<file path="src/rtl/axi_ddr_wr_master.sv">
// axi_ddr_wr_master
//   Single-beat AXI4 write master. Each accepted 256-bit word becomes one
//   write (AWLEN=0, 32-byte beat) to BASE_ADDR + 32*idx. idx walks a ring of
//   REGION_WORDS words. Only one transaction is ever outstanding.
//
//   Optional feature: define AXI_WR_ERR_HALT_EN to park the block in a HALT
//   state after a non-OKAY write response, until reset.
//
// Ports
//   axi_clk, rst              clock, asynchronous active-high reset
//   i_data/i_valid/o_ready    upstream word handshake
//   m_aw*                     AXI4 write-address channel
//   m_w*                      AXI4 write-data channel
//   m_b*                      AXI4 write-response channel
//   o_busy                    a transaction is in flight (state not IDLE)
//   o_wr_cnt                  B responses received (wraps at 16 bits)
//   o_err_cnt                 non-OKAY B responses (saturates at 255)
module axi_ddr_wr_master #(
    parameter logic [31:0] BASE_ADDR    = 32'h0000_0000,
    parameter int          REGION_WORDS = 1024
) (
    input  logic         axi_clk,
    input  logic         rst,
    input  logic [255:0] i_data,
    input  logic         i_valid,
    output logic         o_ready,
    output logic [31:0]  m_awaddr,
    output logic [7:0]   m_awlen,
    output logic [2:0]   m_awsize,
    output logic [1:0]   m_awburst,
    output logic         m_awvalid,
    input  logic         m_awready,
    output logic [255:0] m_wdata,
    output logic [31:0]  m_wstrb,
    output logic         m_wlast,
    output logic         m_wvalid,
    input  logic         m_wready,
    input  logic [1:0]   m_bresp,
    input  logic         m_bvalid,
    output logic         m_bready,
    output logic         o_busy,
    output logic [15:0]  o_wr_cnt,
    output logic [7:0]   o_err_cnt
);

`ifdef AXI_WR_ERR_HALT_EN
    typedef enum logic [1:0] {IDLE, SEND, RESP, HALT} state_t;
`else
    typedef enum logic [1:0] {IDLE, SEND, RESP} state_t;
`endif

    state_t      state;
    logic [15:0] idx;
    logic        accept;
    logic        aw_fin;
    logic        w_fin;
    logic        b_hs;
    logic        b_err;

    assign m_awlen   = 8'd0;
    assign m_awsize  = 3'b101;
    assign m_awburst = 2'b01;
    assign m_wstrb   = '1;
    assign m_wlast   = 1'b1;

    // State is forced to IDLE by reset, so only o_ready needs the extra gate
    // to stay low while rst is held.
    assign o_ready  = (state == IDLE) && !rst;
    assign o_busy   = (state != IDLE);
    assign m_bready = (state == RESP);

    assign accept = i_valid && o_ready;
    // A channel is finished if its valid already dropped or it handshakes now.
    assign aw_fin = !m_awvalid || m_awready;
    assign w_fin  = !m_wvalid  || m_wready;
    assign b_hs   = (state == RESP) && m_bvalid;
    assign b_err  = (m_bresp != 2'b00);

    always_ff @(posedge axi_clk or posedge rst) begin
        if (rst) begin
            state     <= IDLE;
            idx       <= 16'd0;
            o_wr_cnt  <= 16'd0;
            o_err_cnt <= 8'd0;
            m_awaddr  <= BASE_ADDR;
            m_wdata   <= '0;
            m_awvalid <= 1'b0;
            m_wvalid  <= 1'b0;
        end else begin
            case (state)
                IDLE: begin
                    if (accept) begin
                        m_wdata   <= i_data;
                        m_awaddr  <= BASE_ADDR + {11'd0, idx, 5'd0};
                        m_awvalid <= 1'b1;
                        m_wvalid  <= 1'b1;
                        state     <= SEND;
                    end
                end
                SEND: begin
                    if (m_awready) m_awvalid <= 1'b0;
                    if (m_wready)  m_wvalid  <= 1'b0;
                    if (aw_fin && w_fin) state <= RESP;
                end
                RESP: begin
                    if (b_hs) begin
                        o_wr_cnt <= o_wr_cnt + 16'd1;
                        idx      <= (idx == 16'(REGION_WORDS - 1)) ? 16'd0 : idx + 16'd1;
                        if (b_err && o_err_cnt != 8'hFF) o_err_cnt <= o_err_cnt + 8'd1;
`ifdef AXI_WR_ERR_HALT_EN
                        state <= b_err ? HALT : IDLE;
`else
                        state <= IDLE;
`endif
                    end
                end
`ifdef AXI_WR_ERR_HALT_EN
                HALT: state <= HALT;
`endif
                default: state <= IDLE;
            endcase
        end
    end

endmodule

</file>
<file path="config.mk">
export PLATFORM = sky130hd
export DESIGN_NAME = axi_ddr_wr_master
export DESIGN_NICKNAME = d
export VERILOG_FILES = /design/src/rtl/axi_ddr_wr_master.sv
export SDC_FILE = /design/constraint.sdc
export NUM_CORES = 1
export LEC_CHECK = 0
export ABC_AREA = 1
export CORE_AREA = 5 5 239 241
export CTS_CLUSTER_DIAMETER = 80
export DETAILED_ROUTE_END_ITERATION = 10
export DIE_AREA = 0 0 244 246
export SLEW_MARGIN = 20
export SYNTH_ARGS = -nofsm -noshare
export SYNTH_HDL_FRONTEND = slang
export SYNTH_SLANG_ARGS = --single-unit
</file>
<file path="constraint.sdc">
create_clock -name axi_clk -period 12.7 [get_ports axi_clk]
set_input_delay 1.905 -clock axi_clk [delete_from_list [all_inputs] [get_ports axi_clk]]
set_output_delay 1.905 -clock axi_clk [all_outputs]
set_load 0.005 [all_outputs]
</file>
==> results of run 1 <==
-- worst max-delay path, cell delays in order --
cell	delay (ns)
sky130_fd_sc_hd__clkdlybuf4s50_1	0.59
sky130_fd_sc_hd__nor2_8	0.17
sky130_fd_sc_hd__buf_4	0.66
sky130_fd_sc_hd__clkdlybuf4s50_1	0.65
-- cells in the final DEF, fill, tap and decap left out, types with 2 or more instances in the layout --
cell	synthesis	layout
sky130_fd_sc_hd__inv_8	0	4
sky130_fd_sc_hd__inv_1	43	42
sky130_fd_sc_hd__nand2_1	613	613
sky130_fd_sc_hd__nor2_4	2	2
sky130_fd_sc_hd__inv_6	0	2
sky130_fd_sc_hd__nor2_1	38	38
sky130_fd_sc_hd__nand3_1	277	277
sky130_fd_sc_hd__buf_4	65	9
sky130_fd_sc_hd__xnor2_1	10	10
sky130_fd_sc_hd__ha_1	3	3
sky130_fd_sc_hd__nor2_2	3	3
sky130_fd_sc_hd__inv_2	2	2
sky130_fd_sc_hd__nor3_1	8	8
sky130_fd_sc_hd__o21ai_0	7	7
sky130_fd_sc_hd__clkbuf_8	0	11
sky130_fd_sc_hd__nand4_1	9	9
sky130_fd_sc_hd__o21ai_1	16	16
sky130_fd_sc_hd__clkbuf_1	29	7
sky130_fd_sc_hd__conb_1	2	62
sky130_fd_sc_hd__clkinv_2	0	5
sky130_fd_sc_hd__clkdlybuf4s50_1	0	563
sky130_fd_sc_hd__xor2_1	16	16
sky130_fd_sc_hd__clkbuf_16	0	43
sky130_fd_sc_hd__dfrtp_1	316	316
-- metal layers --
metal | up-vias | GRT usage, % | share of wire, %
met5 | - | 0 | 0
met4 | 0 | 4.41 | 2.9
met3 | 76 | 5.85 | 9.1
met2 | 462 | 24.9 | 48
met1 | 5687 | 17.4 | 39
li1 | 5772 | - | -
-- registers in the layout, summed over array words and instances, names as in the netlist --
register   count
m_wdata      256
o_wr_cnt      16
m_wvalid       1
m_awvalid      1
m_awaddr      16
state          2
o_err_cnt      8
idx           16
-- cells by family (layout without fill, tap and decap cells) --
| logic type | Yosys count | after routing | synth area share (%) |
|---|---|---|---|
| AOI/OAI and AO/OA | 26 | 26 | 1.03 |
| xor gates and xnor gates | 26 | 26 | 1.70 |
| adders and majority gates | 3 | 3 | 0.280 |
| buffers and inverters | 198 | 691 | 7.97 |
| DFF | 316 | 316 | 59.0 |
| other | 2 | 62 | 0.0561 |
| and+or+nand+nor | 954 | 954 | 29.9 |
-- metrics by stage --
| step | util [%] | instance area, um^2 |
|---|---|---|
| 2_1_floorplan | - | 13600 |
| 3_3_place_gp | 35.4 | 19300 |
| 3_5_place_dp | 35.4 | 19400 |
| 4_1_cts | 37.9 | 20700 |
| 5_1_grt | 37.9 | 20700 |
| 6_report | 37.9 | 20700 |
-- Yosys cell counts (all sizes together), types with 2 or more instances --
master and n:
nand4 9, nand3 277, buf 124, nand2 615, o21ai 23, nor3 8
clkbuf 29, xnor2 10, inv 45, nor2 44, conb 2, dfrtp 316
ha 3, xor2 16
-- worst min-delay path by stage --
stage / cells past startpoint / start / end
floorplan: 1 / o_wr_cnt[15] / o_wr_cnt[15]
global placement: 2 / m_wdata[64] / m_wdata[64]
detailed placement: 1 / o_wr_cnt[15] / o_wr_cnt[15]
CTS: 1 / o_wr_cnt[15] / o_wr_cnt[15]
global route: 1 / o_wr_cnt[15] / o_wr_cnt[15]
finish: 1 / o_wr_cnt[15] / o_wr_cnt[15]
-- layout make-up --
type                    instances  share of cell area (%)
flip-flops and latches        316                    38.2
repair buffers                575                    27.8
clock inverters                11                   0.513
inverters                      45                   0.851
well taps                     704                    4.25
multi-input cells            1071                    22.5
clock buffers                  60                    5.98
-- power groups by stage --
stage | clock (mW) | sequential (mW) | combinational [mW]
detailed placement | 0 | 1.73 | 1.85
global placement | 0 | 1.71 | 1.84
CTS | 1.20 | 1.73 | 1.86
floorplan | 0 | 1.74 | 0.627
finish | 1.15 | 1.72 | 1.82
global route | 1.24 | 1.79 | 2.00
==> results by stage, run 1 <==
Run status:
- The flow ran to the end, and the final reports show no timing, DRC or antenna violations.

Synthesis:
- The count of synthesis-stage warnings from yosys is 0.
- The biggest area contributor in the post-synthesis netlist is sky130_fd_sc_hd__dfrtp_1.
- The most used flip-flop cell after synthesis is sky130_fd_sc_hd__dfrtp_1.
- After synthesis the cells add up to 0.0134 mm^2.
- The count of distinct cell types in the synthesized netlist is 26.
- Ranked by total cell area, the synthesized netlist is headed by sky130_fd_sc_hd__dfrtp_1, sky130_fd_sc_hd__nand2_1, sky130_fd_sc_hd__nand3_1, sky130_fd_sc_hd__buf_4, sky130_fd_sc_hd__buf_2.
- The sequential share of the synthesized area is 59.0%.
- The number of instances in the synthesized netlist is 1525.
- In this run, synthesis produced a sequential element count of 316.
- The count of flip-flops with a built-in enable after synthesis is 0.
- For this run, asynchronously set or reset flops after synthesis account for 100%.
- The mean post-synth cell area is 8.78 um^2.
- Summed over its instances, the top area cell type makes up 59.0% of the synthesized netlist area.

Pwr:
- The static leakage power is 9.95 nW.
- The analysis attributes to net switching a power of 1.51 mW.
- Total power for the finished layout comes to 4.69 mW.
- The design internal power is 3.18 mW.
- Across the VDD grid, the largest voltage drop is 0.000115 V.
- The clock network burns 24.4% of the power.
- Sequential cells burn 36.8% of the power.
- The logic gate share of total power is 38.8%.
- The switching part of the total is 32.2%.
- The total power density per cell area is 226 mW/mm^2.

Timing:
- Derived from the worst setup path, the maximum achievable clock frequency is 168 MHz.
- The worst path uses 46.8% of the clock period.
- The worst setup margin is 6.76 ns.
- Adding up every negative setup slack in the final design gives 0 ns.
- The number of endpoints with negative hold slack in the final report is 0.
- The worst path needs 5.94 ns of the cycle, external delays included.
- The number of pins exceeding their max-slew limit in the final report is 0.
- Hold is met by 0.472 ns.
- The worst pin sits at a relative slew slack of 26.1%.
- On the final layout, the worst clock skew is 0.0112 ns.
- Setup violations remaining at the end of the flow were counted as 0.
- Setup repair after global routing left no endpoint under its margin.
- For the pin with the worst max-slew slack, the measured transition is 1.11 ns.

Global route:
- The total overflow left after global routing is 0.
- The via count of the first global-routing pass is 12.2k.
- The first-pass GRT wire length is 71400 um.
- Entering global routing, the biggest net connects 118 pins.
- Across every metal layer, demand over resource in global routing totals 14.7%.
- The number of antenna violations at the first check in global routing is 1.

Setup path:
- For the worst flop-to-flop path, the logic depth is 8.
- The worst register-to-register path begins at state[1].
- The critical path ends at o_ready.
- The slack of the worst reg-to-reg path is 9.57 ns.
- The endpoint kind of the worst setup timing path is a primary output.
- Along the worst path, the maximum fanout reaches 72.
- The worst path required time is 10.80 ns.
- The critical path launch point is rst.
- The sort of element at the start of the critical path is an input port.
- In this run the critical register-to-register path is captured at m_wdata[157].
- The endpoint arrival time on the critical path is 4.04 ns.
- The worst setup path is of the in2out kind.

Placed design:
- The congestion estimate from routability-driven global placement came to 0.796.
- In this run the tool buffered the top-level ports with 564 buffer cells.
- The wire-length estimate of the detail-placed layout is 32800 um.
- Before CTS, the worst setup slack after placement is 6.74 ns.
- Including well taps, the total number of placed cells is 2711.

Floorplan:
- The number of core rows is 86.
- The initial utilization of the core area, before any placement, comes to 24.5%.
- The number of placed I/O pins is 627.
- The die width is 244 um.
- The die covers 0.0600 mm^2.
- The core area is 0.0547 mm^2.
- The floorplan die height is 246 um.

Final layout:
- The sequential cells in the finished layout cover a total of 0.00791 mm^2.
- The final standard cell count with taps included and fillers excluded is 2782.
- Cells with a size suffix above 1 make up 4.23% of the layout.
- The repair_antennas step left the layout with diodes totalling 0.
- After filler insertion, the fill cell instance count of the layout stands at 5496.
- The layout overhead on the synthesized area is 54.7%.
- In the final layout, the multi-input gates occupy 0.00466 mm^2.
- The final layout contains 2318 nets.

Routing:
- Summed over all layers, the routed wires come to 46500 um.
- The average wire per cell in the routed design is 16.7 um.
- Across all layers, the routed design uses 12.0k vias.
- The count of nets left with antenna violations once routing finished came out at 0.
- The number of design-rule violations left by the first detailed-router iteration is 514.
- The number of optimization iterations in the first detailed-route pass is 5.
- Using the TritonRoute via totals, the vias-per-cell ratio works out to 4.31.
- The final routed DRC violation total is 0.

Clock tree:
- The clock insertion delay at the later pin of the skew report is 0.53 ns.
- In this run the deepest clock path goes through 3 buffers.
- The number of clock buffers added by TritonCTS is 42.
- The TritonCTS clock tree is built.
- The number of buffers inserted for hold repair after clock tree synthesis is 0.
- The tree built by TritonCTS fans out to 316 sinks.
- In this run the clock root is driven by a sky130_fd_sc_hd__clkbuf_16.
- The H-tree generated during clock tree synthesis spans 2 levels.
- Clock-pin slew was measured on the worst setup and hold paths at 0.05 ns.
- After clock tree synthesis, the repair step resized 0 gates.
- The post-CTS setup buffer count is 0.

Worst hold path:
- The type of the worst min-delay path is reg2reg.

Run:
- The max-capacitance violation count is 0.
Power figures use the tool's default switching activity.
==> inputs of run 2 (changes only) <==
Settings changed: CORE_AREA 5 5 239 241 to 5 5 237 239, DIE_AREA 0 0 244 246 to 0 0 242 244.
Clock period 12.7 ns to 5.1 ns, I/O delays scaled along.
==> run 2 against run 1 <==
Sequential cell count unchanged. Register-to-register slack worse by 7.1 ns. Die area decreased by 1.6%. Via count is 0.94% lower. Design area grew 0.18%. Cell count fell by 0.18%. Worst setup slack got worse by 4.8 ns. Global-route usage is 0.14 points higher. First-iteration DRC count grew 8.2%. Count of clock-buffer cells in the layout down 3. Hold slack improved by 0.0025 ns. Critical path type unchanged. Highest routed layer is now met5.
==> results by stage, run 2 (synthesized netlist as in run 1, its figures left out) <==
Routing:
- In the final routed layout, each cell accounts on average for 16.7 um.
- Wires add up to 46400 um.
- The number of design-rule violations left by the first detailed-router iteration is 556.
- The ratio of routed vias to standard cells is 4.28.
- The routed layout has 11.9k vias.
- The final routed DRC violation total is 0.
- Once detail routing completed, the nets flagged for antenna violations numbered 0.
- The number of optimization iterations in the first detailed-route pass is 5.

Timing:
- The setup total negative slack is 0 ns.
- The worst setup margin is 2.01 ns.
- The count of endpoints failing setup in the final report is 0.
- Setup repair after global routing left no endpoint under its margin.
- The number of endpoints with negative hold slack in the final report was 0.
- Timing would allow up to 323 MHz.
- The post-route minimum period is 3.09 ns.
- At the pin with the least slew margin, the transition time is 1.09 ns.
- The number of pins exceeding their max-slew limit in the final report came to 0.
- The worst slew margin relative to its limit is 27.0%.
- The worst clock skew on the final layout is 0.0158 ns.
- After layout, the worst path uses 60.7% of the clock period.

Setup path:
- In this run the worst path has a maximum fanout of 18.
- The worst setup path is of the in2out kind.
- The worst setup path is captured at a primary output.
- STA puts the critical path data arrival time at 2.33 ns.
- For this design, the slowest cell found on the critical path is sky130_fd_sc_hd__clkdlybuf4s50_1.
- The biggest cell delay along the critical path is 0.59 ns.
- The worst setup path is launched from an input port.
- The most prevalent standard cell on the critical path is sky130_fd_sc_hd__clkdlybuf4s50_1.
- The worst path required time is 4.34 ns.
- Walking the worst path, the cells encountered are clkdlybuf4s50_1, nor2_8, clkdlybuf4s50_1.

Final layout:
- The layout has 5327 filler cells.
- The top register by number of flip-flops is m_wdata.
- Leaving out fill and tap cells, the most frequent cell in the layout is sky130_fd_sc_hd__nand2_1.
- The repair_antennas step left the layout with diodes totalling 0.
- In the layout the commonest cells are sky130_fd_sc_hd__nand2_1, sky130_fd_sc_hd__clkdlybuf4s50_1, sky130_fd_sc_hd__dfrtp_1.
- The post-layout net count is 2320.
- The fraction of layout cells with a size suffix above 1 is 4.18%.
- The register with the most flip-flops in the layout has 256 of them.
- From synthesis to final layout, the design area changed by 55.0%.

Pwr:
- The design internal power is 7.92 mW.
- The design draws 11.7 mW.
- Net switching is 32.3% of the power.
- The analysis attributes to cell leakage a power of 9.96 nW.
- The logic gate share of total power is 39.1%.
- Power spread over the standard cell area amounts to 563 mW/mm^2.
- The share of total power in sequential cells is 36.7%.
- The worst-case IR drop observed on VDD is 0.000286 V.
- The analysis attributes to net switching a power of 3.77 mW.
- Per report_power, the clock group accounts for 24.2% of the total.

Run status:
- The run finished with clean final reports.

Clock tree:
- No sink is reached through more buffers than the 3 on the longest clock path.
- The clock transition at the register clock pins on the worst setup and hold paths after CTS is 0.06 ns.
- The number of buffers inserted for hold repair after clock tree synthesis is 0.
- The clock sink total is 316.
- The root cell of the clock tree is sky130_fd_sc_hd__clkbuf_16.
- The TritonCTS clock tree is built.
- The number of gates resized after CTS was 0.
- In this run the post-CTS setup repair buffer count came out at 0.
- The later pin in the worst-skew pair is clocked with a latency of 0.54 ns.
- The number of H-tree levels is 2.
- The number of clock buffers added by TritonCTS is 39.

Worst hold path:
- The type of the worst min-delay path is reg2reg.

Floorplan:
- In this run the count of I/O pins placed on the die edge is 627.
- The floorplan die height is 244 um.
- The die covers 0.0590 mm^2.
- Measured along the x axis, the die boundary spans 242 um.
- The core region is 0.0536 mm^2.
- The initial utilization of the core area, before any placement, comes to 25.0%.
- The number of core rows is 85.

Run:
- Across the run, the number of max-cap violations was 0.

Placed design:
- At the end of routability-driven placement, the weighted congestion stood at 0.824.
- The placed wire-length estimate after detailed placement is 32800 um.
- The pre-CTS setup slack is 1.79 ns.
- The count of buffers inserted at the top-level ports is 564.

Global route:
- The first global-routing pass estimated 71300 um of wire.
- The number of antenna violations at the first check in global routing is 1.
- For this run, the total global-route usage over all layers was measured as 14.9%.
- The maximum number of pins on one net before global-route repair is 162.
- Summed over all layers, the global routing overflow is 0.
- The via count of the first global-routing pass is 12.3k.
-- run 2: power by group through the flow --
stage | logic (mW) | clock network [mW] | registers (mW)
after floorplan | 1.56 | 0 | 4.34
after global placement | 4.62 | 0 | 4.28
after detailed placement | 4.65 | 0 | 4.30
after CTS | 4.66 | 2.93 | 4.30
after global routing | 5.01 | 3.02 | 4.44
final | 4.57 | 2.83 | 4.29
-- run 2: through the flow --
step,instances,instance area (um^2),hold WS (ns),util (%)
2_1_floorplan,1585,13600,0.468,-
3_3_place_gp,2708,19500,0.461,36.3
3_5_place_dp,2708,19500,0.464,36.3
4_1_cts,2777,20800,0.480,38.7
5_1_grt,2777,20800,0.492,38.7
6_report,2777,20800,0.474,38.7
-- run 2: final timing paths --
| check | startpoint | end | slack (ns) | depth (start not counted) |
|---|---|---|---|---|
| setup / recovery | rst | o_ready | 2.01 | 3 |
| min in group asynchronous | rst | m_wdata[112] | 0.91 | 2 |
| setup reg to reg | state[1] | m_wdata[126] | 2.46 | 7 |
| hold / removal | m_wdata[207] | m_wdata[207] | 0.47 | 2 |
| hold reg to reg | m_wdata[207] | m_wdata[207] | 0.47 | 2 |
| max in group asynchronous | rst | m_wdata[41] | 3.09 | 4 |
-- run 2: critical path: cells and delay by family --
kind | cells | cell delay [ns]
buf+inv | 2 | 1.13
simple gates | 1 | 0.43
-- run 2: cell type report --
cell class | count | area [um^2] | area share (%)
Clock inverter | 12 | 184 | 0.886
Inverter | 45 | 173 | 0.832
Sequential cell | 316 | 7910 | 38.1
Timing Repair Buffer | 580 | 5840 | 28.2
Tap cell | 696 | 871 | 4.19
Multi-Input combinational cell | 1071 | 4660 | 22.4
Clock buffer | 57 | 1120 | 5.42
-- run 2: per-layer routing --
metal	vias to the layer above	GRT usage, %	part of all wire (%)
met1	5630	17.8	40
met4	2	3.93	2.3
met5	-	0	0.026
li1	5762	-	-
met3	72	6.08	8.9
met2	418	25.0	48
==> inputs of run 3 (changes only) <==
Settings changed: CORE_AREA 5 5 237 239 to 5 5 239 241, DIE_AREA 0 0 242 244 to 0 0 244 246.
Clock period 5.1 ns to 3.2 ns, I/O delays scaled along.
==> run 3 against run 2 <==
Routed wire length is 2.9% higher. Hold slack worse by 0.14 ns. Design area is 0.33% higher. Sequential cell count stayed put. Sequential power is 61% higher. Critical path type is now reg2out. Highest routed layer unchanged.
==> results by stage, run 3 (synthesized netlist as in run 1, its figures left out) <==
Setup path:
- The setup check on the worst reg-to-reg path leaves a slack of 1.18 ns.
- The launch instance of the worst register-to-register path is state[1].
- The sort of element at the start of the critical path is a register.
- For the worst flop-to-flop path, the logic depth is 6.
- The endpoint arrival time on the critical path is 2.00 ns.
- The slowest stage of the critical path is the sky130_fd_sc_hd__clkdlybuf4s50_1 cell.
- Broken down by cell family, the worst path's largest delay share belongs to buffers and inverters.
- Counting both buffers and inverters, the worst setup path holds a total of 2.
- Walking the worst path, the cells encountered are nor2_2, inv_2, nor2_8, clkdlybuf4s50_1.
- The endpoint kind of the worst setup timing path is a primary output.
- The critical path class is reg2out.
- The maximum fanout along the worst path is 4.
- Data on the critical path is required at its endpoint by 2.72 ns.
- The endpoint of the worst register-to-register path is m_wdata[226].
- The biggest cell delay along the critical path is 0.59 ns.

Global route:
- The number of antenna violations at the first check in global routing is 2.
- The overall fraction of global-route tracks in use is 15.1%.
- The via count of the first global-routing pass is 12.2k.
- The first-pass GRT wire length is 72400 um.
- The maximum number of pins on one net before global-route repair is 157.
- Global routing finished with a remaining overflow of 0.

Worst hold path:
- The startpoint identified for the worst hold timing path is i_valid.
- The worst hold path was traced through 3 stages.
- The worst hold path belongs to the class in2reg.
- The worst hold path terminates at m_wdata[19].

Clock tree:
- Gates resized during post-CTS repair numbered 0.
- The number of buffers inserted for hold repair after clock tree synthesis is 0.
- The clock insertion delay at the later pin of the skew report is 0.55 ns.
- The post-CTS setup buffer count is 0.
- The number of buffers added by the clock tree synthesis step is 40.
- Clock-pin slew was measured on the worst setup and hold paths at 0.06 ns.
- TritonCTS built the clock tree.
- The maximum buffer depth of the clock tree is 3.
- The clock sink total is 316.
- The number of H-tree levels is 2.
- The root cell of the clock tree is sky130_fd_sc_hd__clkbuf_16.

Final layout:
- At the end of the flow, the number of nets in the layout was 2328.
- From synthesis to final layout, the design area changed by 55.5%.
- Cells fill 38.1% of the core in the end.
- The commonest non-fill, non-tap cell in the layout is sky130_fd_sc_hd__nand2_1.
- The top register by number of flip-flops is m_wdata.
- The library cells used most frequently in the layout, excluding fill and tap cells, are sky130_fd_sc_hd__nand2_1, sky130_fd_sc_hd__clkdlybuf4s50_1, sky130_fd_sc_hd__dfrtp_1.
- The fraction of layout cells with a size suffix above 1 is 4.55%.
- The register with the most flip-flops in the layout has 256 of them.
- The number of inserted diodes is 0.

Timing:
- The worst path in the final design needs a cycle of 2.48 ns, including I/O delays and setup.
- The maximum operating frequency is 403 MHz.
- The number of endpoints with negative hold slack in the final report is 0.
- The number of pins exceeding their max-slew limit in the final report came to 0.
- The share of the cycle needed by the critical path after routing is 77.6%.
- The actual slew at the worst max-slew pin is 0.975 ns.
- The post-route worst hold slack is 0.331 ns.
- Setup repair after global routing left no endpoint under its margin.
- The count of endpoints failing setup in the final report is 0.
- The worst clock skew on the final layout is 0.0217 ns.
- The worst slew margin relative to its limit is 35.0%.

Floorplan:
- The number of core rows is 86.
- The initial core utilization is 24.5%.
- The area of the die is 0.0600 mm^2.
- From bottom edge to top edge, the die measures 246 um.
- The die width is 244 um.
- The core area is 0.0547 mm^2.
- Pin placement for this block handled 627 I/O pins.

Routing:
- For this block, the initial DRC count from the detailed router was 585.
- The ratio of routed vias to standard cells is 4.32.
- The number of optimization iterations in the first detailed-route pass is 6.
- After detailed routing, the total wire length is 47700 um.
- The average wire per cell in the routed design is 17.1 um.
- For this run, design rule violations remaining after detail routing come to 0.
- The number of antenna-violating nets in the routed design is 0.
- For this block, the via count after detailed routing is 12.1k.

Run status:
- The flow ran to the end, and the final reports show no timing, DRC or antenna violations.

Placed design:
- Detailed placement ended at an HPWL of 34500 um.
- In this run the tool buffered the top-level ports with 564 buffer cells.
- The congestion estimate from routability-driven global placement came to 0.841.

Pwr:
- The static leakage power is 9.99 nW.
- Dividing total power by cell area gives a power density of 894 mW/mm^2.
- The worst supply voltage drop on vdd is 0.000585 V.

Run:
- The max-capacitance violation count is 0.
[run 3: worst max-delay path by stage]
stage                     depth (start not counted)  slack, ns      endpoint  startpoint
after CTS                                         4       0.65       o_ready    state[1]
final                                             4       0.72       o_ready    state[1]
after global routing                              4       0.61       o_ready    state[1]
after global placement                            6       0.70  m_wdata[126]         rst
after floorplan                                   1      -1.49        idx[0]         rst
after detailed placement                          6       0.67   m_wdata[93]         rst
[run 3: area by class of cell]
type	count	area [um^2]
multi-input combinational	1071	4660
timing repair buffer	587	5920
sequential	316	7910
tap	704	881
clock inverter	12	148
fill	5488	33800
clock buffer	59	1140
inverter	45	173
[run 3: power by group]
part	total [mW]	switching [mW]	internal (mW)
logic	7.31	3.20	4.11
registers	6.89	1.11	5.77
clock network	4.43	1.78	2.65
[run 3: metrics by stage]
step,TNS (ns),power [mW],cell area [um^2],setup slack (ns),instances
finish,0,18.6,20800,0.716,2794
global route,0,19.9,20800,0.605,2794
CTS,0,19.0,20800,0.648,2794
detailed placement,0,14.3,19500,0.665,2723
global placement,0,14.2,19500,0.699,2723
floorplan,-471.11,9.41,13600,-1.49,1585
[run 3: metal layers]
metal | track usage [%] | wire, um | vias to the layer above
li1 | - | - | 5796
met1 | 17.9 | 18800 | 5733
met2 | 25.7 | 23200 | 455
met3 | 5.66 | 4470 | 74
met4 | 4.41 | 1220 | 4
met5 | 0 | 21 | -
[run 3: tightest hold or removal path, cell delays in order]
cell                       delay [ns]
sky130_fd_sc_hd__clkbuf_8        0.19
sky130_fd_sc_hd__nand3_1         0.11
sky130_fd_sc_hd__nand2_1         0.05
